File: config.mk
export PLATFORM = sky130hd
export DESIGN_NAME = count_extender
export DESIGN_NICKNAME = d
export VERILOG_FILES = /design/src/rtl/count_extender.sv
export SDC_FILE = /design/constraint.sdc
export NUM_CORES = 1
export LEC_CHECK = 0
export CAP_MARGIN = 20
export CORE_MARGIN = 3
export CORE_UTILIZATION = 35
export DETAILED_ROUTE_END_ITERATION = 12
export DONT_BUFFER_PORTS = 1
export PLACE_DENSITY = 0.46
export RECOVER_POWER = 50
export SYNTH_ARGS = -nofsm -noshare
export SYNTH_HDL_FRONTEND = slang
export SYNTH_SLANG_ARGS = --single-unit
File: constraint.sdc
create_clock -name clk -period 4.1 [get_ports clk]
set_clock_uncertainty 0.15 [all_clocks]
set_input_delay 0.82 -clock clk [delete_from_list [all_inputs] [get_ports clk]]
set_output_delay 0.82 -clock clk [all_outputs]
set_load 0.02 [all_outputs]
File: src/rtl/count_extender.sv
// Extends a 3-bit up/down counter into an (EXT_W+3)-bit position by tracking wraps and flagging illegal steps.
// Latency: one cycle from y to pos; no backpressure, y is sampled on every edge.
module count_extender #(
    parameter int EXT_W = 5
) (
    input  logic             clk,
    input  logic             rst,
    input  logic [2:0]       y,
    input  logic             clr_err,
    output logic [EXT_W+2:0] pos,
    output logic             valid,
    output logic             wrap_up,
    output logic             wrap_dn,
    output logic             step_err
);

    typedef enum logic {
        ST_INIT  = 1'b0,
        ST_TRACK = 1'b1
    } state_t;

    state_t           state_q, state_d;
    logic [2:0]       low_q, low_d;
    logic [EXT_W-1:0] upper_q, upper_d;
    logic             wrap_up_q, wrap_up_d;
    logic             wrap_dn_q, wrap_dn_d;
    logic             step_err_q, step_err_d;
    logic [2:0]       delta;

    always_comb begin
        state_d    = state_q;
        low_d      = low_q;
        upper_d    = upper_q;
        wrap_up_d  = 1'b0;
        wrap_dn_d  = 1'b0;
        step_err_d = step_err_q;
        // 3-bit subtraction gives the step modulo 8 directly
        delta      = y - low_q;

        case (state_q)
            ST_INIT: begin
                low_d      = y;
                upper_d    = '0;
                step_err_d = 1'b0;
                state_d    = ST_TRACK;
            end
            ST_TRACK: begin
                if (clr_err) begin
                    step_err_d = 1'b0;
                end
                low_d = y;
                case (delta)
                    3'd0: begin
                        low_d = low_q;
                    end
                    3'd1: begin
                        if (low_q == 3'd7) begin
                            upper_d   = upper_q + EXT_W'(1);
                            wrap_up_d = 1'b1;
                        end
                    end
                    3'd7: begin
                        if (low_q == 3'd0) begin
                            upper_d   = upper_q - EXT_W'(1);
                            wrap_dn_d = 1'b1;
                        end
                    end
                    default: begin
                        // illegal jump: resync low, keep upper, set wins over clr_err
                        step_err_d = 1'b1;
                    end
                endcase
            end
        endcase
    end

    always_ff @(posedge clk or posedge rst) begin
        if (rst) begin
            state_q    <= ST_INIT;
            low_q      <= 3'd0;
            upper_q    <= '0;
            wrap_up_q  <= 1'b0;
            wrap_dn_q  <= 1'b0;
            step_err_q <= 1'b0;
        end else begin
            state_q    <= state_d;
            low_q      <= low_d;
            upper_q    <= upper_d;
            wrap_up_q  <= wrap_up_d;
            wrap_dn_q  <= wrap_dn_d;
            step_err_q <= step_err_d;
        end
    end

    assign pos      = {upper_q, low_q};
    assign valid    = (state_q == ST_TRACK);
    assign wrap_up  = wrap_up_q;
    assign wrap_dn  = wrap_dn_q;
    assign step_err = step_err_q;

endmodule
==> metrics.md <==
| Metric | Value |
|---|---|
| Status | complete, no violations |
| Buffer depth of the longest clock path | 2 |
| Initial Util | 0.3744 |
| EDFF count, synth | 0 |
| Nets | 87 |
| Slew headroom | 0.5613 |
| Mapped Cells | 72 |
| Initial DRT Pass Iterations | 4 |
| Clock latency on the worst-skew pair | 0.27 ns |
| First-pass GRT wire length | roughly 2700 um |
| Synth warn | 0 |
| GRT Util Overall | 0.1385 |
| Largest area contributor in the synthesized netlist | dfrtp_1 |
| Commonest cells in the netlist | dfrtp_1, inv_1, and3_1, o21ai_0 |
| Die ar. | approximately 2700 sq um |
| Placement Setup Slack | around 0.5 ns |
| Setup TNS | 0 ns |
| Power, Total | about 0.29 mW |
| Number of global-route vias before repair | 555 |
| CORE AREA | 2002 sq um |
| Leak Pwr | 0.3851 nW |
| Post-synth ARST share | 1.000 |
| Worst reg2reg path startpoint | low_q[0]$_DFFE_PP0P_ |
| CTS tree | done |
| Synth Area per Inst | 10.41 sq um |
| R2R setup slack | 0.78 ns |
| Hold WC Path Type | primary input to asynchronous set/reset pin |
| 1st-iter DRT viols | 8 |
| Final worst setup slack | 0.7658 ns |
| Post-CTS setup buffer count | 0 |
| Req. time, crit path | 4.15 ns |
| Final instance area | ~810 sq um |
| Clk pwr share | 0.257 |
| Root buffer cell | clkbuf_4 |
| Number of cell rows | 16 |
| Cell Int Power | 0.1889 mW |
| CP max stage cell | fa_1 |
| Layout cell share with drive strength beyond 1 | 0.1333 |
| Post-synthesis cell area | 749.5 sq um |
| R2R depth | 11 |
| Placed insts | between 90 and 100 |
| Combinational share of power | 0.241 |
| Yosys cell types | 34 |
| Crit Path Class | primary input to register |
| Worst Setup SP | y[0] |
| CP startpoint kind | primary input |
| Synthesis-to-finish area growth | 7.513% |
| Global route overflow | 0 |
| Clk sinks | 12 |
| Avg WL per Cell | 14.87 um |
| Post-DP HPWL | 1106 um |
| Setup violations, final | 0 |
| Non-Filler Instances | 102 |
| Remaining antenna violation count | 0 |
| Max_cap viols | 0 |
| H-tree Lvls | 1 |
| Reg-to-Reg End | upper_q[4]$_DFFE_PP0P_ |
| Via count | roughly 540 |
| Critical path, cell by cell | inv_1, ha_1, inv_1, fa_1, nor2b_1, nand2_2, xnor2_1, ha_1, o31a_1, o211ai_1, o311a_1, mux2i_1 |
| CP Capture Type | register |
| Final Cycle Share | 0.8132 |
| Most common cell in the netlist | dfrtp_1 |
| Sequential cell area fraction in the yosys report | 0.4007 |
| Largest net degree at the start of global routing | 13 |
| Fmax achieved | ~0.30 GHz |
| Yosys reg bits | 12 |
| Final Hold Fails | 0 |
| Global placer's final weighted congestion | 0.7539 |
| Synth area leaders | dfrtp_1, ha_1, and3_1, xnor3_2, a21boi_0 |
| Top delay family on crit path | adder cells |
| Fill cell count | around 200 |
| Syn nets | 82 |
| Resize count post-CTS | 0 |
| Die H | 52.28 um |
| PwrDens | 356.8 nW/um^2 |
| Clk slew on worst S/H paths | around 0.080 ns |
| Total buffers and inverters traversed by the critical path | 2 |
| Initial antenna violation count | 0 |
| Ys flop type | dfrtp_1 |
| Critical Path Max Stage Delay | 0.57 ns |
| VDD IR-drop max | 182.7 uV |
| Hold_buf cts | 0 |
| Chip width | 52.28 um |
| Pins Over Slew Limit | 0 |
| Final wirelength | around 1500 um |
| Fin crit period | 3.334 ns |
| Sequential power share | 0.502 |
| Vias per cell | 5.314 |
| Residual DRC | 0 |
| I/O Buffers | 0 |
| Diode count | 0 |
| Num CTS Buffers | 3 |
| Top cell type's share of synthesized area | 0.4007 |
| P_sw | between 0.09 and 0.1 mW |
| RSZ-0062 raised after global routing | no |
| Worst Path Max Fanout | 6 |
| Sw Ratio | 0.3431 |
| Worst-margin pin slew | 0.6489 ns |
| Crit path arrival time | approximately 3.4 ns |
| Io pins | 18 |
| Area post-placement | 783.3 sq um |
[flip-flops by register name (all words and copies together), names as in the netlist]
| name | cells |
|---|---|
| wrap_dn | 1 |
| step_err | 1 |
| valid | 1 |
| wrap_up | 1 |
| upper_q | 5 |
| low_q | 3 |
[worst register-to-register path: cells and delay by family, from the launching register on]
kind,cells,cell delay [ns]
mux,1,0.18
fa+ha+maj,3,1.05
simple gates,2,0.54
flops,1,0.53
compound gates,3,0.64
xor+xnor,1,0.15
buf+inv,1,0.04
[layout by cell type (no fill, tap or decap), types with 2 or more instances in the layout]
cell	synthesis	routed
a21boi_0	3	3
a31oi_1	2	2
and2_1	2	2
and3_1	4	4
clkbuf_4	0	3
dfrtp_1	12	12
ha_1	3	3
inv_1	6	6
mux2_2	2	2
mux2i_1	2	2
nand2_1	3	3
nand2b_1	2	2
nor2b_1	2	2
o2111ai_1	2	2
o211ai_1	3	3
o21ai_0	4	4
xnor2_1	2	2
[metrics by stage]
step           utilization  hold slack [ns]
3_3_place_gp        0.3913           0.5003
2_1_floorplan            -           0.4821
4_1_cts             0.4025           0.3103
5_1_grt             0.4025           0.3235
3_5_place_dp        0.3913           0.5015
6_report            0.4025           0.2973
[worst max path at each step]
stage,endpoint,depth (start not counted),slack (ns)
2_1_floorplan,upper_q[4]$_DFFE_PP0P_,12,0.76
3_3_place_gp,upper_q[4]$_DFFE_PP0P_,12,0.53
3_5_place_dp,upper_q[4]$_DFFE_PP0P_,12,0.50
4_1_cts,upper_q[4]$_DFFE_PP0P_,12,0.78
5_1_grt,upper_q[4]$_DFFE_PP0P_,11,0.56
6_report,upper_q[4]$_DFFE_PP0P_,12,0.77
[kinds of logic after synthesis]
group,after synthesis,synth area share
flops,12,0.4007
compound gates,18,0.1753
buf+inv,7,0.03505
other cells,1,0.005004
xor+xnor,4,0.06678
fa+ha+maj,4,0.07680
mux,4,0.05676
simple gates,22,0.1836
[metal layers]
metal  global-route usage  part of all wire
met1               0.1845              0.51
met2               0.2008              0.44
met3              0.02849             0.040
met4              0.08936             0.011
met5                    0                 0
[power groups by stage]
| stage | clock, mW | combinational (mW) | sequential (mW) |
|---|---|---|---|
| finish | 0.0740 | 0.0692 | 0.144 |
| global route | 0.0818 | 0.0797 | 0.146 |
| CTS | 0.0764 | 0.0695 | 0.144 |
| detailed placement | 0 | 0.0692 | 0.146 |
| global placement | 0 | 0.0689 | 0.147 |
| floorplan | 0 | 0.0571 | 0.144 |
[area by class of cell]
cell class	count	area [sq um]	area share
Sequential cell	12	300.3	0.3727
Multi-Input combinational cell	53	422.9	0.5248
Inverter	7	26.28	0.03261
Clock buffer	3	22.52	0.02795
Tap cell	27	33.78	0.04193
Note: power is estimated with default switching activity, not from simulation.
